**src/rtl/acq_pkg.sv**
```systemverilog
// Shared types and constants for the acquisition sequencer and its accumulator.
package acq_pkg;

    localparam int SAMPLE_W         = 12;
    localparam int SAMPLES_LOG2_DEF = 7;

    typedef enum logic [1:0] {
        ST_IDLE,
        ST_ARM,
        ST_ACQ,
        ST_HOLD
    } acq_state_t;

endpackage

```
**src/rtl/acq_accum.sv**
```systemverilog
// Sample accumulator: new_data edge detect, two channel sums, sample counter
// and the truncating average shift. Clear always wins over accumulation.
module acq_accum
    import acq_pkg::*;
#(
    parameter int SAMPLES_LOG2 = SAMPLES_LOG2_DEF
) (
    input  logic                clk_20M,
    input  logic                reset_n,
    input  logic                acq_en,
    input  logic                clear,
    input  logic                new_data,
    input  logic [SAMPLE_W-1:0] pdata1,
    input  logic [SAMPLE_W-1:0] pdata2,
    output logic                will_complete,
    output logic                frame_full,
    output logic [SAMPLE_W-1:0] avg1,
    output logic [SAMPLE_W-1:0] avg2
);

    localparam int SUM_W = SAMPLE_W + SAMPLES_LOG2;
    localparam int CNT_W = SAMPLES_LOG2 + 1;

    logic             nd_q;
    logic             sample_edge;
    logic [SUM_W-1:0] sum1;
    logic [SUM_W-1:0] sum2;
    logic [CNT_W-1:0] cnt;

    assign sample_edge   = new_data & ~nd_q;
    // The edge being taken this cycle is the last one of the frame.
    assign will_complete = acq_en && sample_edge &&
                           (cnt == CNT_W'((1 << SAMPLES_LOG2) - 1));
    assign frame_full    = cnt[SAMPLES_LOG2];
    assign avg1          = sum1[SUM_W-1:SAMPLES_LOG2];
    assign avg2          = sum2[SUM_W-1:SAMPLES_LOG2];

    // Edge register, running sums and sample count.
    always_ff @(posedge clk_20M) begin
        if (!reset_n) begin
            nd_q <= 1'b0;
            sum1 <= '0;
            sum2 <= '0;
            cnt  <= '0;
        end else begin
            nd_q <= new_data;
            if (clear) begin
                sum1 <= '0;
                sum2 <= '0;
                cnt  <= '0;
            end else if (acq_en && sample_edge) begin
                sum1 <= sum1 + SUM_W'(pdata1);
                sum2 <= sum2 + SUM_W'(pdata2);
                cnt  <= cnt + CNT_W'(1);
            end
        end
    end

endmodule

```
**src/rtl/acq_sequencer.sv**
```systemverilog
// Acquisition sequencer: arms the ADC window, averages one frame of samples,
// hands the averages to a consumer and repeats for the requested frame count.
//
//  state | meaning
//  IDLE  | waiting for start
//  ARM   | sample_control high, waiting for the window to open (bounded)
//  ACQ   | accumulating samples on new_data rising edges
//  HOLD  | averages presented, waiting for avg_ready
module acq_sequencer
    import acq_pkg::*;
#(
    parameter int SAMPLES_LOG2 = SAMPLES_LOG2_DEF,
    parameter int ARM_TIMEOUT  = 4095
) (
    input  logic                clk_20M,
    input  logic                reset_n,
    input  logic                start,
    input  logic                abort,
    input  logic [7:0]          frame_count,
    input  logic                new_data,
    input  logic [SAMPLE_W-1:0] pdata1,
    input  logic [SAMPLE_W-1:0] pdata2,
    input  logic                window_done,
    output logic                sample_control,
    output logic                busy,
    output logic [SAMPLE_W-1:0] avg1,
    output logic [SAMPLE_W-1:0] avg2,
    output logic                avg_valid,
    input  logic                avg_ready,
    output logic [7:0]          frames_done,
    output logic                err_timeout,
    output logic                err_short
);

    localparam int TMR_W = $clog2(ARM_TIMEOUT + 1);

    acq_state_t          state;
    logic [7:0]          fc_q;
    logic [TMR_W-1:0]    arm_tmr;
    logic                wd_q;
    logic                wd_rise;
    logic                short_hit;
    logic                acc_clear;
    logic                will_complete;
    logic                frame_full;
    logic [SAMPLE_W-1:0] acc_avg1;
    logic [SAMPLE_W-1:0] acc_avg2;

    assign busy    = (state != ST_IDLE);
    assign wd_rise = window_done & ~wd_q;
    // A coincident last sample or an already full frame beats the early close.
    assign short_hit = (state == ST_ACQ) && wd_rise && !will_complete && !frame_full;

    // Sums only exist inside ACQ; drop them on any way out of it.
    always_comb begin
        acc_clear = 1'b0;
        if (abort || (state != ST_ACQ) || frame_full || short_hit) begin
            acc_clear = 1'b1;
        end
    end

    acq_accum #(
        .SAMPLES_LOG2 (SAMPLES_LOG2)
    ) u_accum (
        .clk_20M       (clk_20M),
        .reset_n       (reset_n),
        .acq_en        (state == ST_ACQ),
        .clear         (acc_clear),
        .new_data      (new_data),
        .pdata1        (pdata1),
        .pdata2        (pdata2),
        .will_complete (will_complete),
        .frame_full    (frame_full),
        .avg1          (acc_avg1),
        .avg2          (acc_avg2)
    );

    // Sequencer FSM with registered outputs and the ARM down-counter.
    always_ff @(posedge clk_20M) begin
        if (!reset_n) begin
            state          <= ST_IDLE;
            fc_q           <= '0;
            arm_tmr        <= '0;
            wd_q           <= 1'b0;
            sample_control <= 1'b0;
            avg_valid      <= 1'b0;
            avg1           <= '0;
            avg2           <= '0;
            frames_done    <= '0;
            err_timeout    <= 1'b0;
            err_short      <= 1'b0;
        end else begin
            wd_q <= window_done;
            if (abort) begin
                state          <= ST_IDLE;
                sample_control <= 1'b0;
                avg_valid      <= 1'b0;
            end else begin
                case (state)
                    ST_IDLE: begin
                        if (start) begin
                            fc_q           <= frame_count;
                            frames_done    <= '0;
                            err_timeout    <= 1'b0;
                            err_short      <= 1'b0;
                            arm_tmr        <= TMR_W'(ARM_TIMEOUT);
                            sample_control <= 1'b1;
                            state          <= ST_ARM;
                        end
                    end
                    ST_ARM: begin
                        if (!window_done) begin
                            sample_control <= 1'b0;
                            state          <= ST_ACQ;
                        end else if (arm_tmr == '0) begin
                            err_timeout    <= 1'b1;
                            sample_control <= 1'b0;
                            state          <= ST_IDLE;
                        end else begin
                            arm_tmr <= arm_tmr - TMR_W'(1);
                        end
                    end
                    ST_ACQ: begin
                        if (frame_full) begin
                            avg1        <= acc_avg1;
                            avg2        <= acc_avg2;
                            avg_valid   <= 1'b1;
                            frames_done <= frames_done + 8'd1;
                            state       <= ST_HOLD;
                        end else if (short_hit) begin
                            err_short      <= 1'b1;
                            arm_tmr        <= TMR_W'(ARM_TIMEOUT);
                            sample_control <= 1'b1;
                            state          <= ST_ARM;
                        end
                    end
                    ST_HOLD: begin
                        if (avg_ready) begin
                            avg_valid <= 1'b0;
                            if ((fc_q == 8'd0) || (frames_done < fc_q)) begin
                                arm_tmr        <= TMR_W'(ARM_TIMEOUT);
                                sample_control <= 1'b1;
                                state          <= ST_ARM;
                            end else begin
                                state <= ST_IDLE;
                            end
                        end
                    end
                    default: state <= ST_IDLE;
                endcase
            end
        end
    end

endmodule
```
**config.mk**
```make
export PLATFORM = sky130hd
export DESIGN_NAME = acq_sequencer
export DESIGN_NICKNAME = d
export VERILOG_FILES = /design/src/rtl/acq_pkg.sv /design/src/rtl/acq_accum.sv /design/src/rtl/acq_sequencer.sv
export SDC_FILE = /design/constraint.sdc
export NUM_CORES = 1
export LEC_CHECK = 0
export ABC_CLOCK_PERIOD_IN_PS = 8400
export CAP_MARGIN = 30
export CORE_MARGIN = 8
export CORE_UTILIZATION = 39
export CTS_CLUSTER_SIZE = 40
export DETAILED_ROUTE_END_ITERATION = 12
export GPL_ROUTABILITY_DRIVEN = 1
export MAX_ROUTING_LAYER = met4
export SYNTH_ARGS = -nofsm -noshare
export SYNTH_HDL_FRONTEND = slang
export SYNTH_SLANG_ARGS = --single-unit
```
**constraint.sdc**
```tcl
create_clock -name clk_20M -period 8.4 [get_ports clk_20M]
set_clock_uncertainty 0.15 [all_clocks]
set_input_delay 2.52 -clock clk_20M [delete_from_list [all_inputs] [get_ports clk_20M]]
set_output_delay 2.52 -clock clk_20M [all_outputs]
set_load 0.005 [all_outputs]
```
==> metrics.md, run 1 <==
| Metric | Value |
|---|---|
| Status | complete, no violations |
| Library cells used by synthesis | 65 |
| Vias in the first global route | between 4000 and 5000 |
| FF+latch count, synth | 106 |
| Critical Path Source Type | input port |
| CP Capture Type | register |
| Worst R2R End | u_accum.sum1[1] |
| Flop2flop setup slack | between 5 and 6 ns |
| Syn Nets | 777 |
| FP Rows | 43 |
| Die extent in x | between 100 and 150 um |
| Ys flop type | dfxtp_1 |
| Power Density | between 150 and 200 nW/um2 |
| CP endpoint | u_accum.sum1[1] |
| Boundary pin count | 76 |
| Sequential area share after synthesis | 0.382 |
| Most frequent cells in the layout | 131 x nand2_1, 106 x dfxtp_1, 87 x a21oi_1 |
| Number of synthesized flops with an enable pin | 0 |
| Clk_lat worst skew | 0.35 ns |
| Cts bufs inserted | 9 |
| ANT cells | 0 |
| Post-DRT Antenna Nets | 0 |
| Top-area cell type share of the netlist area | 0.382 |
| Setup TNS Final | 0 ns |
| Register Area | between 2000 and 2500 um2 |
| Min Tclk post-route | 5.08 ns |
| Worst r2r src | state[1] |
| Post-Syn Area | between 5000 and 6000 um2 |
| CP Cell Sequence | clkdlybuf4s50_1 -> nand4bb_1 -> buf_4 -> o311ai_1 -> and4b_1 -> nand2b_2 -> a211oi_1 |
| Crit path max-delay cell type | nand2b_2 |
| F_max | 197 MHz |
| DR DRC count | 0 |
| Max-cap violations | 0 |
| Top delay family on crit path | simple AND/OR/NAND/NOR gates |
| Drt via density | 5.21 |
| Peak supply drop | 113 uV |
| Antenna violations before repair | 0 |
| Worst-path clk slew | 0.07 ns |
| Root Buffer | clkbuf_16 |
| Synth Warn # | 0 |
| TritonCTS clock tree | done |
| Gr usage total | 0.151 |
| Buf/Inv on CP | 2 |
| RePlAce Congestion | between 0.8 and 0.9 |
| Layout cells sized above 1 | 0.0429 |
| Slew Viols, Final | 0 |
| Clk sinks | 106 |
| Dpl hpwl | about 9600 um |
| Critical path required time | 8.50 ns |
| Period utilization | 0.604 |
| RSZ-0062 raised after global routing | no |
| Routed WL | 13300 um |
| Die Y | 135 um |
| Multi-input logic area | 3220 um2 |
| Starting density of the core | 0.401 |
| GRT overflow | 0 |
| CP Data Arrival Time | 5.18 ns |
| Post-Synthesis Cells | 701 |
| Post_cts resized | 0 |
| Hold_ws | 0.301 ns |
| H-tree depth | 3 |
| Worst Tran Pin Value | about 0.99 ns |
| Final Hold Fails | 0 |
| Slew margin rel. | 0.341 |
| Port bufs | 75 |
| Ys async rst share | 0 |
| Worst r2r path cells | 6 |
| Final Setup Violations | 0 |
| Syn avg cell area | 7.93 um2 |
| First-pass iteration count of the detailed router | 5 |
| Via count | 4943 |
| Setup CP Type | in2reg |
| Clock buffer depth | 2 |
| # fillers | about 1400 |
| Post-CTS Setup Repair Bufs | 0 |
| Highest fanout seen on the critical path | 49 |
| Leak | roughly 2.5 nW |
| Crit path depth | 7 |
| First-pass GRT wire length | 22300 um |
| Iter 0 DRT Violations | 381 |
| Leading cell type in the layout, fill and taps excluded | nand2_1 |
| Routed len/inst | 14.0 um |
| Largest net degree at the start of global routing | 50 |
| Delay of the slowest critical-path stage | 0.54 ns |
| Die area | 18300 um2 |
| Area Growth Syn to Fin | 23.1% |
| Fin nets | 840 |
| Synth top area cells | dfxtp_1 38%, nand2_1 8.8%, ha_1 7.9% |
| Min-delay worst type | reg2reg |
| Cts-stage hold buffer count | 0 |
| Core outline area | 13900 um2 |
| CP startpoint | new_data |
| Cell taking the most area after synthesis | dfxtp_1 |
flip-flops by register name, indices dropped and copies added (netlist names):
| register | cells |
|---|---|
| avg1 | 12 |
| frames_done | 8 |
| u_accum.sum2 | 19 |
| u_accum.cnt | 8 |
| fc_q | 8 |
| avg_valid | 1 |
| arm_tmr | 12 |
| err_timeout | 1 |
| state | 2 |
| u_accum.sum1 | 19 |
| wd_q | 1 |
| sample_control | 1 |
| u_accum.nd_q | 1 |
| avg2 | 12 |
| err_short | 1 |
synthesized netlist by cell type, types with 10 or more instances:
library cell,instances
nand2_1,131
dfxtp_1,106
a21oi_1,87
nor2_1,74
ha_1,35
inv_1,25
xor2_1,20
clkbuf_1,18
nor3_1,18
nand3_1,16
xnor2_1,16
a211oi_1,13
nand2b_1,10
through the flow:
stage	cell area (um2)	setup WS (ns)	power, mW	utilization	std cells
final	6840	3.32	1.15	0.493	949
after CTS	6810	3.32	1.17	0.490	947
after global placement	6440	3.07	0.644	0.464	931
after detailed placement	6440	2.94	0.647	0.464	931
after floorplan	5560	3.78	0.607	-	701
after global routing	6840	3.10	1.20	0.493	949
worst min-delay path, delay by kind of cell (launching register included):
family           cells  cell delay [ns]
flip-flops           1             0.31
AND/OR/NAND/NOR      1             0.05
AO/OA/AOI/OAI        1             0.05
how the worst min path moves through the flow:
stage                    start               to  slack (ns)  depth (start not counted)
6_report           err_timeout      err_timeout        0.30                          2
5_1_grt                avg2[3]          avg2[3]        0.33                          2
4_1_cts            err_timeout      err_timeout        0.31                          2
3_5_place_dp           avg2[5]          avg2[5]        0.30                          2
3_3_place_gp       err_timeout      err_timeout        0.29                          2
2_1_floorplan  u_accum.sum1[4]  u_accum.sum1[4]        0.29                          2
power by group:
part	internal (mW)	total [mW]	switching (mW)
clock	0.329	0.516	0.187
combinational	0.0518	0.112	0.0598
sequential	0.512	0.524	0.0126
metal layers:
metal / wire, um / global-route usage / vias up / part of all wire
li1: - / - / 2556 / -
met1: 6460 / 0.186 / 2284 / 0.48
met2: 6030 / 0.238 / 91 / 0.45
met3: 688 / 0.0449 / 12 / 0.052
met4: 139 / 0.0352 / 0 / 0.010
met5: 0 / - / - / 0
kinds of logic after synthesis:
| group | Yosys count | share of synthesized area |
|---|---|---|
| adders and majority gates | 37 | 0.0860 |
| buffers and inverters | 54 | 0.0401 |
| DFF | 106 | 0.382 |
| muxes | 4 | 0.00765 |
| and+or+nand+nor | 299 | 0.243 |
| AOI/OAI and AO/OA | 165 | 0.185 |
| xor gates and xnor gates | 36 | 0.0567 |
final cells by class:
class | count | area share
multi-input combinational | 541 | 0.470
sequential | 106 | 0.310
timing repair buffer | 81 | 0.119
clock buffer | 11 | 0.0355
tap | 180 | 0.0329
clock inverter | 5 | 0.0183
inverter | 25 | 0.0137
(Power assumes the default switching activity.)
==> run 2: changes to the inputs <==
--- a/config.mk
+++ b/config.mk
@@ -5,7 +5,7 @@
 export SDC_FILE = /design/constraint.sdc
 export NUM_CORES = 1
 export LEC_CHECK = 0
-export ABC_CLOCK_PERIOD_IN_PS = 8400
+export ABC_CLOCK_PERIOD_IN_PS = 4300
 export CAP_MARGIN = 30
 export CORE_MARGIN = 8
 export CORE_UTILIZATION = 39
==> constraint.sdc (replaced) <==
create_clock -name clk_20M -period 4.3 [get_ports clk_20M]
set_clock_uncertainty 0.15 [all_clocks]
set_input_delay 1.29 -clock clk_20M [delete_from_list [all_inputs] [get_ports clk_20M]]
set_output_delay 1.29 -clock clk_20M [all_outputs]
set_load 0.005 [all_outputs]
==> run 2 against run 1 <==
- power grew 78%
- sequential power grew 95%
- first-iteration DRC count shrank 24%
- highest routed layer unchanged
==> metrics.md, run 2 (synthesized netlist as in run 1, its figures left out) <==
| Metric | Value |
|---|---|
| Antenna violations before repair | 0 (unchanged) |
| Worst-path clk slew | 0.07 ns (about the same) |
| Final Hold Fails | 0 (unchanged) |
| Die extent in x | 135 um (unchanged) |
| Top delay family on crit path | simple AND/OR/NAND/NOR gates |
| Max-cap violations | 0 (unchanged) |
| Worst Tran Pin Value | 0.614 ns (-0.375 ns) |
| Post-DP Area | 6490 um2 (+0.82%) |
| Area Growth Syn to Fin | 22.0% |
| Delay of the slowest critical-path stage | 0.46 ns (-0.08 ns) |
| Iter 0 DRT Violations | 290 (-24%) |
| ANT cells | 0 (unchanged) |
| Slew Viols, Final | 0 (unchanged) |
| Pre-CTS setup slack | 0.227 ns (-2.72 ns) |
| Dpl hpwl | 9680 um (+1.3%) |
| TritonCTS clock tree | done |
| Boundary pin count | 76 (unchanged) |
| H-tree depth | 3 (unchanged) |
| CP Data Arrival Time | 3.83 ns (-1.35 ns) |
| Routed len/inst | 14.0 um (-0.24%) |
| Post_cts resized | 0 (unchanged) |
| Most frequent cells in the layout | 131 x nand2_1, 106 x dfxtp_1, 87 x a21oi_1 |
| Port bufs | 75 (unchanged) |
| Post-CTS Setup Repair Bufs | 0 (unchanged) |
| Largest regs | u_accum.sum1: 19 flops, u_accum.sum2: 19 flops |
| Vias in the first global route | 4860 (+3.8%) |
| Critical Path Source Type | input port |
| Root Buffer | clkbuf_16 |
| Via count | 4992 (+0.99%) |
| Hold Crit Endpoint | avg2[1] |
| Final worst slack | 0.562 ns (-2.76 ns) |
| Post-DRT Antenna Nets | 0 (unchanged) |
| Min Tclk post-route | ~3.7 ns |
| Leading cell type in the layout, fill and taps excluded | nand2_1 |
| Worst hold start | avg2[1] |
| F_max | between 200 and 300 MHz |
| Routing usage on met3 | 0.0404 (-0.00445) |
| Critical path required time | 4.39 ns (-4.11 ns) |
| Gr busiest metal | met2 |
| Slew margin rel. | 0.584 (+0.244) |
| Worst r2r src | state[1] |
| Layout cells sized above 1 | 0.0504 (+0.00747) |
| Final Setup Violations | 0 (unchanged) |
| Met2 Use GR | 0.245 (+0.00660) |
| Peak supply drop | 196 uV (+73%) |
| Clk sinks | 106 (unchanged) |
| Largest net degree at the start of global routing | 50 (unchanged) |
| Cts bufs inserted | 9 (unchanged) |
| Worst r2r path cells | 6 (unchanged) |
| First-pass iteration count of the detailed router | 4 (-1) |
| Starting density of the core | 0.401 (unchanged) |
| First-pass GRT wire length | 22500 um (+0.80%) |
| Flop2flop setup slack | 1.58 ns (-3.61 ns) |
| Hold path cells | 2 (unchanged) |
| DR DRC count | 0 (unchanged) |
| FP Rows | 43 (unchanged) |
| Highest fanout seen on the critical path | 4 (-92%) |
| Gr usage total | 0.153 (+0.00203) |
| Die Y | 135 um (unchanged) |
| Worst R2R End | u_accum.sum1[1] |
| Die area | 18300 um2 (unchanged) |
| Setup TNS Final | 0 ns (unchanged) |
| Status | complete, no violations |
| Setup CP Type | in2reg |
| Clk_lat worst skew | 0.35 ns (about the same) |
| Clock buffer depth | 2 (unchanged) |
| Power Density | 303 nW/um2 (+80%) |
| CP Cell Sequence | clkdlybuf4s50_1 -> ha_1 -> inv_1 -> fa_1 -> nor2b_1 -> o31a_1 -> o21ba_1 -> o21ai_1 -> and2_1 -> nor3b_1 -> mux2_1 |
| Fin nets | 845 (+0.60%) |
| Total power | 2.05 mW (+78%) |
| GRT overflow | 0 (unchanged) |
| Leak | 2.51 nW (-0.96%) |
| Min-delay worst type | reg2reg |
| Grt met1 use | 0.180 (-0.00527) |
| RSZ-0062 raised after global routing | no |
| Routed WL | 13300 um (+0.29%) |
| Period utilization | 0.869 |
| RePlAce Congestion | 0.894 (+3.8%) |
| Buf/Inv on CP | 2 (unchanged) |
| Drt via density | 5.23 (+0.46%) |
| Core outline area | 13900 um2 (unchanged) |
| Post-route design area | 6780 um2 (-0.90%) |
| Crit path max-delay cell type | clkdlybuf4s50_1 |
| Hold_ws | 0.306 ns (+0.00411 ns) |
| Cts-stage hold buffer count | 0 (unchanged) |
| CP Capture Type | register |
[run 2: worst reg2reg max path: stages (launching register included)]
cell       delay (ns)
dfxtp_1          0.72
nand4bb_1        0.21
o311ai_1         0.61
and4b_1          0.32
nand2b_2         0.06
buf_4            0.28
a211oi_1         0.28
[run 2: metrics by stage]
step / utilization / std cells
floorplan: - / 701
global placement: 0.468 / 938
detailed placement: 0.468 / 938
CTS: 0.489 / 954
global route: 0.489 / 954
finish: 0.489 / 954
[run 2: power breakdown]
group | total, mW | switching [mW] | internal (mW)
clock | 0.806 | 0.379 | 0.427
sequential | 1.02 | 0.0243 | 1.00
combinational | 0.222 | 0.118 | 0.104
total | 2.05 | 0.521 | 1.53
[run 2: area by class of cell]
class                   instances  area [um2]
clock buffers                  11         253
clock inverters                 5        37.5
fillers                      1373        7100
inverters                      25        93.8
multi-input cells             541        3220
flip-flops and latches        106        2120
well taps                     180         225
repair buffers                 86         833
[run 2: per-layer routing]
metal	vias up	share of wire
met5	-	0
met4	0	0.015
li1	2566	-
met2	107	0.45
met3	15	0.055
met1	2304	0.48
[run 2: worst max-delay path by stage]
| stage | from | end | slack [ns] | cells after the start |
|---|---|---|---|---|
| 2_1_floorplan | pdata2[0] | u_accum.sum2[16] | 0.91 | 10 |
| 3_3_place_gp | pdata2[0] | u_accum.sum2[16] | 0.29 | 11 |
| 3_5_place_dp | pdata2[0] | u_accum.sum2[16] | 0.23 | 11 |
| 4_1_cts | pdata2[0] | u_accum.sum2[16] | 0.59 | 11 |
| 5_1_grt | pdata2[0] | u_accum.sum2[18] | 0.38 | 11 |
| 6_report | pdata2[0] | u_accum.sum2[16] | 0.56 | 11 |
==> run 3: changes to the inputs <==
--- a/config.mk
+++ b/config.mk
@@ -16,3 +16,4 @@
 export SYNTH_ARGS = -nofsm -noshare
 export SYNTH_HDL_FRONTEND = slang
 export SYNTH_SLANG_ARGS = --single-unit
+export TNS_END_PERCENT = 1
==> results of run 3 <==
No change in the layout: final DEF, timing and power equal those of run 2.
